File: src/rtl/muldiv_pkg.sv
// rtl/muldiv_pkg.sv - shared encodings and constants for the sequential multiply/divide unit
package muldiv_pkg;

    localparam int DEFAULT_WIDTH = 32;
    localparam int ITER          = 32;

    localparam logic OP_MUL = 1'b0;
    localparam logic OP_DIV = 1'b1;

    typedef enum logic [1:0] {
        ST_IDLE  = 2'd0,
        ST_RUN   = 2'd1,
        ST_DZERO = 2'd2
    } state_t;

endpackage

File: src/rtl/muldiv_iter.sv
// rtl/muldiv_iter.sv - one combinational step: Booth add/sub + arithmetic shift (MUL)
// or shift + trial subtract (DIV)
module muldiv_iter
    import muldiv_pkg::*;
#(
    parameter int WIDTH = DEFAULT_WIDTH
) (
    input  logic             i_op,
    input  logic [WIDTH:0]   i_hi,
    input  logic [WIDTH-1:0] i_lo,
    input  logic             i_qm1,
    input  logic [WIDTH-1:0] i_opnd,
    output logic [WIDTH:0]   o_hi,
    output logic [WIDTH-1:0] o_lo,
    output logic             o_qm1
);

    logic [WIDTH:0] w_acc;
    logic [WIDTH:0] w_shifted;
    logic [WIDTH:0] w_trial;

    // Accumulator is one bit wider than the operand so subtracting -2^(W-1) cannot overflow.
    always_comb begin
        w_acc     = i_hi;
        w_shifted = {i_hi[WIDTH-1:0], i_lo[WIDTH-1]};
        w_trial   = w_shifted - {1'b0, i_opnd};
        o_hi      = i_hi;
        o_lo      = i_lo;
        o_qm1     = 1'b0;
        if (i_op == OP_MUL) begin
            case ({i_lo[0], i_qm1})
                2'b01:   w_acc = i_hi + {i_opnd[WIDTH-1], i_opnd};
                2'b10:   w_acc = i_hi - {i_opnd[WIDTH-1], i_opnd};
                default: w_acc = i_hi;
            endcase
            o_hi  = {w_acc[WIDTH], w_acc[WIDTH:1]};
            o_lo  = {w_acc[0], i_lo[WIDTH-1:1]};
            o_qm1 = i_lo[0];
        end else if (!w_trial[WIDTH]) begin
            o_hi = w_trial;
            o_lo = {i_lo[WIDTH-2:0], 1'b1};
        end else begin
            o_hi = w_shifted;
            o_lo = {i_lo[WIDTH-2:0], 1'b0};
        end
    end

endmodule

File: src/rtl/mul_div_unit.sv
// rtl/mul_div_unit.sv - sequential signed MUL/DIV with start/done handshake,
// one result bit per clock over WIDTH iterations
module mul_div_unit
    import muldiv_pkg::*;
#(
    parameter int WIDTH = DEFAULT_WIDTH,
    parameter int CNT_W = 6
) (
    input  logic             clock,
    input  logic             clear,
    input  logic             start,
    input  logic             op,
    input  logic [WIDTH-1:0] operand_a,
    input  logic [WIDTH-1:0] operand_b,
    output logic             busy,
    output logic             done,
    output logic [WIDTH-1:0] z_hi,
    output logic [WIDTH-1:0] z_lo,
    output logic             div_by_zero
);

    state_t           r_state;
    state_t           w_next;
    logic [CNT_W-1:0] r_cnt;
    logic             r_op;
    logic             r_neg_q;
    logic             r_neg_r;
    logic [WIDTH-1:0] r_a;
    logic [WIDTH-1:0] r_opnd;
    logic [WIDTH:0]   r_hi;
    logic [WIDTH-1:0] r_lo;
    logic             r_qm1;
    logic             r_done;
    logic             r_dbz;
    logic [WIDTH-1:0] r_z_hi;
    logic [WIDTH-1:0] r_z_lo;

    logic             w_last;
    logic             w_neg_a;
    logic             w_neg_b;
    logic [WIDTH-1:0] w_mag_a;
    logic [WIDTH-1:0] w_mag_b;
    logic [WIDTH:0]   w_hi_nx;
    logic [WIDTH-1:0] w_lo_nx;
    logic             w_qm1_nx;
    logic [WIDTH-1:0] w_res_hi;
    logic [WIDTH-1:0] w_res_lo;

    assign w_neg_a = operand_a[WIDTH-1];
    assign w_neg_b = operand_b[WIDTH-1];
    assign w_mag_a = w_neg_a ? (~operand_a + 1'b1) : operand_a;
    assign w_mag_b = w_neg_b ? (~operand_b + 1'b1) : operand_b;
    assign w_last  = (r_state == ST_RUN) && (r_cnt == CNT_W'(WIDTH - 1));

    muldiv_iter #(.WIDTH(WIDTH)) u_iter (
        .i_op   (r_op),
        .i_hi   (r_hi),
        .i_lo   (r_lo),
        .i_qm1  (r_qm1),
        .i_opnd (r_opnd),
        .o_hi   (w_hi_nx),
        .o_lo   (w_lo_nx),
        .o_qm1  (w_qm1_nx)
    );

    // Final iteration result goes straight to z_hi/z_lo, so sign fix-up works on the step output.
    always_comb begin
        w_res_hi = w_hi_nx[WIDTH-1:0];
        w_res_lo = w_lo_nx;
        if (r_op == OP_DIV) begin
            if (r_neg_q) w_res_lo = ~w_lo_nx + 1'b1;
            if (r_neg_r) w_res_hi = ~w_hi_nx[WIDTH-1:0] + 1'b1;
        end
    end

    always_ff @(posedge clock) begin
        if (clear) r_state <= ST_IDLE;
        else       r_state <= w_next;
    end

    always_comb begin
        w_next = r_state;
        case (r_state)
            ST_IDLE: begin
                if (start) begin
                    if (op == OP_DIV && operand_b == '0) w_next = ST_DZERO;
                    else                                 w_next = ST_RUN;
                end
            end
            ST_RUN:   if (w_last) w_next = ST_IDLE;
            ST_DZERO: w_next = ST_IDLE;
            default:  w_next = ST_IDLE;
        endcase
    end

    always_comb begin
        busy = (r_state != ST_IDLE);
    end

    always_ff @(posedge clock) begin
        if (clear) begin
            r_cnt   <= '0;
            r_op    <= OP_MUL;
            r_neg_q <= 1'b0;
            r_neg_r <= 1'b0;
            r_a     <= '0;
            r_opnd  <= '0;
            r_hi    <= '0;
            r_lo    <= '0;
            r_qm1   <= 1'b0;
            r_done  <= 1'b0;
            r_dbz   <= 1'b0;
            r_z_hi  <= '0;
            r_z_lo  <= '0;
        end else begin
            r_done <= 1'b0;
            case (r_state)
                ST_IDLE: begin
                    if (start) begin
                        r_op    <= op;
                        r_a     <= operand_a;
                        r_neg_q <= w_neg_a ^ w_neg_b;
                        r_neg_r <= w_neg_a;
                        r_dbz   <= 1'b0;
                        r_cnt   <= '0;
                        r_hi    <= '0;
                        r_qm1   <= 1'b0;
                        if (op == OP_MUL) begin
                            r_lo   <= operand_b;
                            r_opnd <= operand_a;
                        end else begin
                            r_lo   <= w_mag_a;
                            r_opnd <= w_mag_b;
                        end
                    end
                end
                ST_RUN: begin
                    r_hi  <= w_hi_nx;
                    r_lo  <= w_lo_nx;
                    r_qm1 <= w_qm1_nx;
                    r_cnt <= r_cnt + 1'b1;
                    if (w_last) begin
                        r_z_hi <= w_res_hi;
                        r_z_lo <= w_res_lo;
                        r_done <= 1'b1;
                    end
                end
                ST_DZERO: begin
                    r_z_hi <= r_a;
                    r_z_lo <= '1;
                    r_dbz  <= 1'b1;
                    r_done <= 1'b1;
                end
                default: ;
            endcase
        end
    end

    assign done        = r_done;
    assign z_hi        = r_z_hi;
    assign z_lo        = r_z_lo;
    assign div_by_zero = r_dbz;

endmodule

File: config.mk
export PLATFORM = sky130hd
export DESIGN_NAME = mul_div_unit
export DESIGN_NICKNAME = d
export VERILOG_FILES = /design/src/rtl/muldiv_pkg.sv /design/src/rtl/muldiv_iter.sv /design/src/rtl/mul_div_unit.sv
export SDC_FILE = /design/constraint.sdc
export NUM_CORES = 1
export LEC_CHECK = 0
export ABC_AREA = 1
export BUFFER_PORTS_ARGS = -buffer_cell sky130_fd_sc_hd__buf_2
export CAP_MARGIN = 20
export CORE_MARGIN = 2
export CORE_UTILIZATION = 40
export DETAILED_ROUTE_END_ITERATION = 7
export GPL_ROUTABILITY_DRIVEN = 0
export HOLD_SLACK_MARGIN = 0.03
export PLACE_DENSITY = 0.66
export SETUP_SLACK_MARGIN = 0.05
export SLEW_MARGIN = 20
export SYNTH_ARGS = -nofsm -noshare
export SYNTH_HDL_FRONTEND = slang
export SYNTH_SLANG_ARGS = --single-unit
File: constraint.sdc
create_clock -name clock -period 11.46 [get_ports clock]
set_input_delay 1.146 -clock clock [delete_from_list [all_inputs] [get_ports clock]]
set_output_delay 1.146 -clock clock [all_outputs]
set_load 0.03 [all_outputs]
== Word level (Yosys, flattened, before mapping) ==
Index checks and enable logic that the tools add are counted.
Widths: inputs -> output; s select.

* Divide/modulo/power cells: 0
* Bitwise operators: 5
* Reductions and logical operators: 13
* $mul: 0
* Muxes and demuxes: 33
* Equality and inequality tests: 7
* $lt $le $gt $ge: 0
* Shifts and indexed selects: 0
* $add $sub $neg: 8

{| class="wikitable"
|+ Operator list
! cell !! number
|-
| $mux 32 || 12
|-
| $pmux 32 s2 || 3
|-
| $pmux 33 s2 || 2
|-
| $add 32x1->32 const B || 4
|-
| $not 32->32 || 4
|-
| $mux 33 || 3
|-
| $add 33x33->33 || 1
|-
| $sub 33x32->33 || 1
|-
| $sub 33x33->33 || 1
|-
| $logic_not 32->1 || 1
|-
| $pmux 6 s2 || 1
|-
| $reduce_and 2->1 || 5
|-
| $reduce_bool 2->1 || 4
|-
| $add 6x1->6 const B || 1
|-
| $eq 6x5->1 const B || 1
|-
| $mux 2 || 3
|-
| $mux 6 || 1
|-
| $pmux 1 s2 || 3
|-
| $eq 2x1->1 const B || 2
|-
| $eq 2x2->1 const B || 2
|-
| $mux 1 || 4
|-
| $ne 2x2->1 const B || 2
|-
| $pmux 2 s2 || 1
|-
| $logic_and 1x1->1 || 2
|-
| other kinds (2) || 2
|}

* Bits in latches: 0
* Bits in registers: 207
* Memories: 0
* Memory bits (writable): 0
* Memory bits (read-only): 0

== Depth between registers and ports, before layout ==
Gate-level depths: netlist of the first run.

* Depth after elaboration: 9
* Depth in mapped cells: 36

== Hierarchy ==
From an unflattened synthesis of the first run, not the netlist that was laid out.

* Cells, all modules: 3,058
* Area, all modules: 18,242.5 um^2

{| class="wikitable"
|+ By module, submodules not included
! module !! area an instance (um^2) !! cells an instance !! instances
|-
| mul_div_unit || 12,021.5 || 1,849 || 1
|-
| muldiv_iter || 6,221.0 || 1,209 || 1
|}

== Worst setup path before layout of the first run ==
No wires, ideal clock.

* Kind: register to register
* From: reg r_opnd[0]
* To: reg r_z_lo[28] (netlist: z_lo[28])
* Cell stages (with the launch flop): 32
* Slack: 7.391 ns
* Setup time: 0.117 ns
* Arrival time: 3.952 ns
* Data required time: 11.343 ns
* Path through: dfxtp_1 ha_1 inv_1 fa_1 nand3_1 nand2_2 nand2_1 nand2_2 nand2_2 nand2_1 nand2_1 nand2_1 a21oi_1 o21bai_1 ha_1 inv_2 buf_4 nand2_1 o21ai_2 ha_1 nand3_1 nor3_2 nand2_1 nor2_2 nand3_2 inv_2 nand4_1 o21ai_1 o21ai_1 xor2_1 o221ai_1 inv_1

* Longest elaborated chain between the ends: 9

{| class="wikitable"
|+ Ends and longest elaborated chain
! element !! line !! source
|-
| start, declared || mul_div_unit.sv:29 || <nowiki>logic [WIDTH-1:0] r_opnd;</nowiki>
|-
| start signal, assigned || mul_div_unit.sv:130 || <nowiki>r_opnd <= operand_a;</nowiki>
|-
| start signal, assigned || mul_div_unit.sv:133 || <nowiki>r_opnd <= w_mag_b;</nowiki>
|-
| $sub 33x32->33 || muldiv_iter.sv:26 || <nowiki>w_trial = w_shifted - {1'b0, i_opnd};</nowiki>
|-
| $mux 1 || muldiv_iter.sv:39 || <nowiki>end else if (!w_trial[WIDTH]) begin</nowiki>
|-
| $mux 32 || muldiv_iter.sv:30 || <nowiki>if (i_op == OP_MUL) begin</nowiki>
|-
| $not 32->32 || mul_div_unit.sv:71 || <nowiki>if (r_neg_q) w_res_lo = ~w_lo_nx + 1'b1;</nowiki>
|-
| $add 32x1->32 || mul_div_unit.sv:71 ||
|-
| $mux 32 || mul_div_unit.sv:71 ||
|-
| $mux 32 || mul_div_unit.sv:70 || <nowiki>if (r_op == OP_DIV) begin</nowiki>
|-
| $mux 32 || mul_div_unit.sv:142 || <nowiki>if (w_last) begin</nowiki>
|-
| $pmux 32 s2 || mul_div_unit.sv:117 || <nowiki>case (r_state)</nowiki>
|-
| end signal, assigned || mul_div_unit.sv:144 || <nowiki>r_z_lo <= w_res_lo;</nowiki>
|-
| end, declared || mul_div_unit.sv:36 || <nowiki>logic [WIDTH-1:0] r_z_lo;</nowiki>
|}

No other way between the ends. The select of a mux whose other input is x is not followed.
A chain may end at the register's enable or synchronous reset.

== Final worst setup path of the first run ==
* From: reg r_opnd[0]
* To: reg r_z_hi[20] (netlist: z_hi[20])

* Longest elaborated chain between the ends: 9

{| class="wikitable"
|+ Ends and longest elaborated chain
! element !! line !! source
|-
| $sub 33x33->33, or another cell as far along || muldiv_iter.sv:33 || <nowiki>2'b10: w_acc = i_hi - {i_opnd[WIDTH-1], i_opnd};</nowiki>
|-
| $pmux 33 s2 / $mux 33 (equally long branches) || muldiv_iter.sv:31, muldiv_iter.sv:39 ||
|-
| $mux 33 (*) || muldiv_iter.sv:30 ||
|-
| $not 32->32 || mul_div_unit.sv:72 || <nowiki>if (r_neg_r) w_res_hi = ~w_hi_nx[WIDTH-1:0] + 1'b1;</nowiki>
|-
| $add 32x1->32 || mul_div_unit.sv:72 ||
|-
| $mux 32 || mul_div_unit.sv:72 ||
|-
| $mux 32 (*) || mul_div_unit.sv:70 ||
|-
| $mux 32 (*) || mul_div_unit.sv:142 ||
|-
| $pmux 32 s2 (*) || mul_div_unit.sv:117 ||
|-
| end signal, assigned || mul_div_unit.sv:143 || <nowiki>r_z_hi <= w_res_hi;</nowiki>
|-
| end signal, assigned || mul_div_unit.sv:149 || <nowiki>r_z_hi <= r_a;</nowiki>
|-
| end, declared || mul_div_unit.sv:35 || <nowiki>logic [WIDTH-1:0] r_z_hi;</nowiki>
|}

Every way passes the cells marked *; elsewhere a longest branch is shown, timed or not. The select of a mux whose other input is x is not followed.

==> impl_metrics.env, run 1 <==
export IMPL_max_slew_margin=0.304
export IMPL_htreeDepth=1
export IMPL_synth_ff_type="dfxtp_1"
export IMPL_synthCells=3319
export IMPL_grt_max_degree=89
export IMPL_portBuffers=134
export IMPL_synth_cell_types=59
export IMPL_vias=21935
export IMPL_finalCritPeriodShare=0.474
export IMPL_crit_slowest_cell="fa_1"
export IMPL_synth_seq_area_share=0.215
export IMPL_min_to="div_by_zero"
export IMPL_hold_violations=0
export IMPL_finalCriticalPeriod_ns=5.43
export IMPL_grt_overflow=0
export IMPL_ant_nets=0
export IMPL_area_growth_pct=9.51
export IMPL_cts_tree="yes"
export IMPL_die_y_um=223
export IMPL_cpLargestDelayFamily="simple AND/OR/NAND/NOR gates"
export IMPL_status="finished clean"
export IMPL_r2r_end="z_hi[20]"
export IMPL_drt_first_pass_iters=6
export IMPL_place_area_mm2=0.0202
export IMPL_clockRootBuffer="clkbuf_16"
export IMPL_synth_async_reset_ratio=0
export IMPL_hp_start="div_by_zero"
export IMPL_hold_depth=2
export IMPL_via_per_inst=5.48
export IMPL_grt_pass1_vias=19777
export IMPL_grt_total_usage=0.289
export IMPL_start_kind="flop"
export IMPL_cts_hold_fix_buffers=0
export IMPL_synth_ff_latch_count=206
export IMPL_die_w_um=223
export IMPL_drive_gt1_frac=0.108
export IMPL_instances_no_fill=4004
export IMPL_slowest_delay_ns=0.44
export IMPL_finClkSkew_ns=0.0186
export IMPL_final_max_slew_viol_count=0
export IMPL_fin_area_mm2=0.0210
export IMPL_clock_sinks=206
export IMPL_cts_made_buffers=25
export IMPL_rrSetupSlack_ns=6.03
export IMPL_clkLatencyLatePin_ns=0.58
export IMPL_wl_mm=73.4
export IMPL_syn_area_mm2=0.0192
export IMPL_core_mm2=0.0475
export IMPL_synth_area_per_cell_um2=5.78
export IMPL_postCtsSetupBuffers=0
export IMPL_tns_ns=0
export IMPL_rr_worst_depth=34
export IMPL_finalSetupViolations=0
export IMPL_fp_dieArea_mm2=0.0497
export IMPL_place_detailed_hpwl_mm=56.8
export IMPL_utilization=0.442
export IMPL_p_per_area_mw_per_mm2=135
export IMPL_irDropWorstVdd_mv=0.109
export IMPL_tightest_slew_ns=1.04
export IMPL_end_kind="flop"
export IMPL_cts_max_path_buffers=3
export IMPL_grt_pass1_wl_mm=114
export IMPL_nFillCells=5185
export IMPL_start_util=0.404
export IMPL_synth_nets=3464
export IMPL_clkTransAtPathRegs_ns=0.06
export IMPL_cellLeakagePower_nw=10.5
export IMPL_wire_per_inst_um=18.3
export IMPL_crit_type="reg -> reg"
export IMPL_holdWs_ns=0.464
export IMPL_rows=80
export IMPL_post_cts_resized=0
export IMPL_rsz0062_at_grt="no"
export IMPL_cp_common_cell="nand2_1"
export IMPL_final_nets=3509
export IMPL_r2r_start="r_opnd[0]"
export IMPL_synth_edf_count=0
export IMPL_clock_fmax_ghz=0.184
export IMPL_dp_cells=3952
export IMPL_post_route_drc_count=0
export IMPL_antenna_found_initial=9
export IMPL_required_ns=11.89
export IMPL_crit_fanout=41
export IMPL_drt_iter0_markers=2400
export IMPL_maxCapViolations=0
export IMPL_path_buf_inv=4
export IMPL_ys_warn_count=0
export IMPL_arrival_ns=5.87
export IMPL_hold_class="reg -> reg"
export IMPL_ios=135
worst min-delay path: stages, from the launching register on:
cell and delay [ns]:
dfxtp_1 0.31, nand2_1 0.06, a21oi_1 0.05
routing by layer:
metal | global-route usage | routed length, µm
met3 | 0.0585 | 7300
met4 | 0.123 | 3480
met5 | 0 | 62
met1 | 0.380 | 30500
met2 | 0.460 | 32000
state kept, by name (all words and copies together), names as in the netlist:
name         cells
z_hi            32
z_lo            32
r_op             1
r_hi            33
done             1
r_lo            32
div_by_zero      1
r_opnd          32
r_qm1            1
r_a             31
r_neg_q          1
r_cnt            6
r_state          2
r_neg_r          1
cells by family (layout without fill, tap and decap cells):
logic type	count (synthesis)	after routing	synth area share
adder cells (fa/ha/maj)	77	77	0.0510
XOR/XNOR	69	69	0.0315
multiplexers	1	1	0.000522
flip-flops	206	206	0.215
buffers and inverters	648	712	0.133
AND/OR/NAND/NOR	1634	1634	0.368
other	0	6	0
AO/OA/AOI/OAI	684	684	0.202
area by class of cell:
type / instances / area [µm²] / area share
Clock inverter: 7 / 83.8 / 0.00399
Timing Repair Buffer: 151 / 801 / 0.0381
Multi-Input combinational cell: 2465 / 12500 / 0.597
Inverter: 515 / 1930 / 0.0921
Tap cell: 615 / 769 / 0.0366
Sequential cell: 206 / 4130 / 0.196
Antenna cell: 6 / 15.0 / 0.000715
Clock buffer: 39 / 738 / 0.0351
placed cells by master (no fill, tap or decap), drive strengths merged, types with 3 or more instances in the layout:
| cell type | count |
|---|---|
| a211oi | 4 |
| xor2 | 62 |
| o21bai | 6 |
| o221ai | 30 |
| buf | 151 |
| nand3 | 229 |
| and3 | 3 |
| ha | 75 |
| diode | 6 |
| nor4 | 12 |
| and2 | 3 |
| nand2 | 963 |
| o21ai | 204 |
| or2 | 7 |
| xnor2 | 7 |
| nand3b | 7 |
| o31ai | 4 |
| a221oi | 13 |
| nor2 | 340 |
| dfxtp | 206 |
| a31oi | 15 |
| nand4 | 42 |
| o221a | 3 |
| clkbuf | 39 |
| inv | 510 |
| nor3 | 27 |
| clkinv | 9 |
| o211ai | 47 |
| a21oi | 355 |
power breakdown:
| group | switching [mW] | leakage (nW) | internal, mW |
|---|---|---|---|
| Clock | 0.348 | 0.397 | 0.467 |
| Sequential | 0.0430 | 1.68 | 0.754 |
| Combinational | 0.871 | 8.47 | 0.351 |
| Total | 1.26 | 10.5 | 1.57 |
Yosys cell counts (20+ instances only):
master    count  area [µm²]
nand2_1     907        3400
nor2_2       28         175
inv_1       482        1810
ha_1         75         938
clkbuf_1     89         334
o211ai_1     47         353
nor3_1       20         100
nand4_1      41         257
inv_2        28         105
dfxtp_1     206        4120
o221ai_1     30         263
a21oi_1     343        1720
o21ai_1      22         110
nor2_1      309        1160
nand3_1     215        1080
nand2_2      52         325
xor2_1       62         543
o21ai_0     175         876
metrics by stage:
stage               worst slack (ns)  total power [mW]
floorplan                       7.39              1.66
global placement                6.21              1.99
detailed placement              6.17              1.99
CTS                             6.14              2.81
global route                    5.50              3.00
finish                          6.03              2.83
worst max path at each step:
| stage | cells past startpoint | end | startpoint | slack, ns |
|---|---|---|---|---|
| final | 34 | z_hi[20] | r_opnd[0] | 6.03 |
| after global routing | 33 | z_hi[27] | r_opnd[1] | 5.50 |
| after CTS | 34 | z_hi[20] | r_opnd[0] | 6.14 |
| after detailed placement | 34 | z_hi[20] | r_opnd[0] | 6.17 |
| after global placement | 34 | z_hi[20] | r_opnd[0] | 6.21 |
| after floorplan | 31 | z_lo[28] | r_opnd[0] | 7.39 |
(Power assumes the default switching activity.)
==> run 2: changes to the inputs <==
--- a/config.mk
+++ b/config.mk
@@ -5,7 +5,7 @@
 export SDC_FILE = /design/constraint.sdc
 export NUM_CORES = 1
 export LEC_CHECK = 0
-export ABC_AREA = 1
+export ABC_AREA = 0
 export BUFFER_PORTS_ARGS = -buffer_cell sky130_fd_sc_hd__buf_2
 export CAP_MARGIN = 20
 export CORE_MARGIN = 2
==> constraint.sdc (replaced) <==
create_clock -name clock -period 5.6 [get_ports clock]
set_input_delay 0.56 -clock clock [delete_from_list [all_inputs] [get_ports clock]]
set_output_delay 0.56 -clock clock [all_outputs]
set_load 0.03 [all_outputs]
==> run 2 against run 1 <==
The flow now finishes with violations (setup timing). First-iteration DRC count up 13%. Synthesized area down 9.8%. Core utilization up 5.4 points. Clock skew down 0.0026 ns. Final area up 1.2%. Cell count down 18%. Maximum frequency down 4.7%. Critical path depth down 4. Clock-buffer cell count down 10. Clock power up 91%. Via count down 6.3%. Routed wire length down 2.1%.
==> impl_metrics.env, run 2 <==
export IMPL_htreeDepth=1
export IMPL_clock_fmax_ghz=0.175
export IMPL_antenna_found_initial=3
export IMPL_final_nets=2815
export IMPL_rows=76
export IMPL_synth_nets=2575
export IMPL_setup_slack_ns=-0.103
export IMPL_required_ns=6.01
export IMPL_max_slew_margin=0.252
export IMPL_portBuffers=134
export IMPL_end_kind="flop"
export IMPL_hold_class="in -> reg"
export IMPL_cellLeakagePower_nw=8.46
export IMPL_hold_violations=0
export IMPL_final_cell_mix="nor2_1 (333), nand2_1 (243), buf_4 (236)"
export IMPL_crit_fanout=5
export IMPL_wire_per_inst_um=21.9
export IMPL_dp_cells=3210
export IMPL_start_kind="flop"
export IMPL_post_synth_top_count_cell="nor2_1"
export IMPL_clkTransAtPathRegs_ns=0.06
export IMPL_cts_tree="yes"
export IMPL_area_growth_pct=22.9
export IMPL_grt_max_degree=79
export IMPL_ant_nets=0
export IMPL_tightest_slew_ns=1.11
export IMPL_irDropWorstVdd_mv=0.207
export IMPL_drt_first_pass_iters=6
export IMPL_layout_commonest_cell="nor2_1"
export IMPL_rrSetupSlack_ns=-0.10
export IMPL_drt_iter0_markers=2700
export IMPL_synth_ff_type="dfxtp_1"
export IMPL_synthTopCellsByArea="dfxtp_1 (24%), nor2_1 (7.3%), a21oi_1 (6.5%), ha_1 (5.4%), a211oi_1 (5.4%)"
export IMPL_vias=20546
export IMPL_maxCapViolations=0
export IMPL_clkLatencyLatePin_ns=0.56
export IMPL_path_buf_inv=5
export IMPL_grt_total_usage=0.309
export IMPL_synth_area_per_cell_um2=7.12
export IMPL_finClkSkew_ns=0.0160
export IMPL_grt_overflow=0
export IMPL_rsz0062_at_grt="yes"
export IMPL_synthCells=2430
export IMPL_cts_made_buffers=24
export IMPL_finalSetupViolations=7
export IMPL_post_route_drc_count=0
export IMPL_place_area_mm2=0.0199
export IMPL_core_mm2=0.0429
export IMPL_synth_ff_latch_count=206
export IMPL_arrival_ns=6.11
export IMPL_clock_sinks=206
export IMPL_synthTopCellsByCount="nor2_1 (335), nand2_1 (248), a21oi_1 (225)"
export IMPL_grt_pass1_wl_mm=108
export IMPL_ios=135
export IMPL_synth_top_area_frac=0.238
export IMPL_cp_common_cell="buf_6"
export IMPL_instances_no_fill=3272
export IMPL_fp_dieArea_mm2=0.0449
export IMPL_cpLargestDelayFamily="compound AO/OA/AOI/OAI gates"
export IMPL_finalCritPeriodShare=1.02
export IMPL_syn_area_mm2=0.0173
export IMPL_synth_edf_count=0
export IMPL_synth_seq_area_share=0.238
export IMPL_crit_slowest_cell="or3_4"
export IMPL_finalCriticalPeriod_ns=5.70
export IMPL_largest_reg_flops=33
export IMPL_synth_cell_types=84
export IMPL_regMostFlops="r_hi"
export IMPL_synth_async_reset_ratio=0
export IMPL_place_detailed_hpwl_mm=54.2
export IMPL_via_per_inst=6.28
export IMPL_start_util=0.404
export IMPL_drive_gt1_frac=0.203
export IMPL_p_per_area_mw_per_mm2=254
export IMPL_die_w_um=212
export IMPL_cts_max_path_buffers=3
export IMPL_yosysTopAreaCell="dfxtp_1"
export IMPL_grt_pass1_vias=19001
export IMPL_fin_area_mm2=0.0213
export IMPL_status="complete, but fails checks"
export IMPL_die_y_um=212
export IMPL_crit_type="reg -> reg"
export IMPL_slowest_delay_ns=0.51
export IMPL_ys_warn_count=0
export IMPL_final_max_slew_viol_count=0
export IMPL_wl_mm=71.8
export IMPL_clockRootBuffer="clkbuf_16"
export IMPL_violations="setup timing"
run 2: timing repair:
| item | 4_1_cts | 5_1_grt |
|---|---|---|
| hold buffers | 0 | 0 |
| endpoints found under the setup margin | 34 | 42 |
| pin swaps | 33 | 33 |
| setup buffers | 11 | 11 |
| gates resized for setup | 45 | 63 |
run 2: power by group:
part           total [mW]  internal [mW]  leakage, nW  switching (mW)
clock network        1.56          0.863        0.371           0.695
registers            1.62           1.53         1.68          0.0840
logic                2.23          0.865         6.41            1.37
total                5.41           3.26         8.46            2.14
run 2: cell families (layout without fill, tap and decap cells):
family                     after synthesis  in the layout  synth area share
buffers and inverters                  239            495            0.0524
other                                    0              1                 0
xor gates and xnor gates               157            157            0.0795
adders and majority gates               77             77            0.0565
DFF                                    206            206             0.238
and+or+nand+nor                        947            947             0.254
muxes                                   49             49            0.0293
AOI/OAI and AO/OA                      755            755             0.290
run 2: final timing paths:
check / start / to / depth (start not counted)
setup / recovery: r_lo[31] / z_hi[17] / 30
hold / removal: operand_a[9] / r_a[9] / 3
setup reg to reg: r_lo[31] / z_hi[17] / 30
hold reg to reg: z_hi[9] / z_hi[9] / 2
run 2: area by class of cell:
class | count | area (µm²)
diodes | 1 | 2.50
well taps | 585 | 732
inverters | 75 | 289
clock inverters | 13 | 114
flip-flops and latches | 206 | 4130
fillers | 4173 | 21600
clock buffers | 29 | 639
repair buffers | 378 | 2540
multi-input cells | 1985 | 12800
run 2: routing by layer:
| metal | wire (µm) | global-route usage | part of all wire | vias to the layer above |
|---|---|---|---|---|
| li1 | - | - | - | 9358 |
| met1 | 29000 | 0.407 | 0.40 | 9683 |
| met2 | 30200 | 0.461 | 0.42 | 1230 |
| met3 | 7470 | 0.0607 | 0.10 | 271 |
| met4 | 5060 | 0.193 | 0.070 | 4 |
| met5 | 22 | 0 | 0.00031 | - |
run 2: through the flow:
step,utilization,setup TNS [ns],setup WS (ns),hold WS (ns),power [mW]
floorplan,-,0,0.0517,0.432,2.88
global placement,0.463,-5.04,-0.379,0.440,3.60
detailed placement,0.463,-9.29,-0.467,0.445,3.64
CTS,0.487,0,0.0163,0.287,5.24
global route,0.496,-5.33,-0.323,0.313,5.61
finish,0.496,-0.216,-0.103,0.292,5.41
run 2: worst register-to-register path, delay by kind of cell, from the launching register on:
| family | cells | cell delay, ns |
|---|---|---|
| AO/OA/AOI/OAI | 14 | 2.67 |
| XOR/XNOR | 1 | 0.16 |
| adder cells (fa/ha/maj) | 3 | 0.82 |
| buffers and inverters | 5 | 0.47 |
| flip-flops | 1 | 0.32 |
| AND/OR/NAND/NOR | 7 | 1.10 |
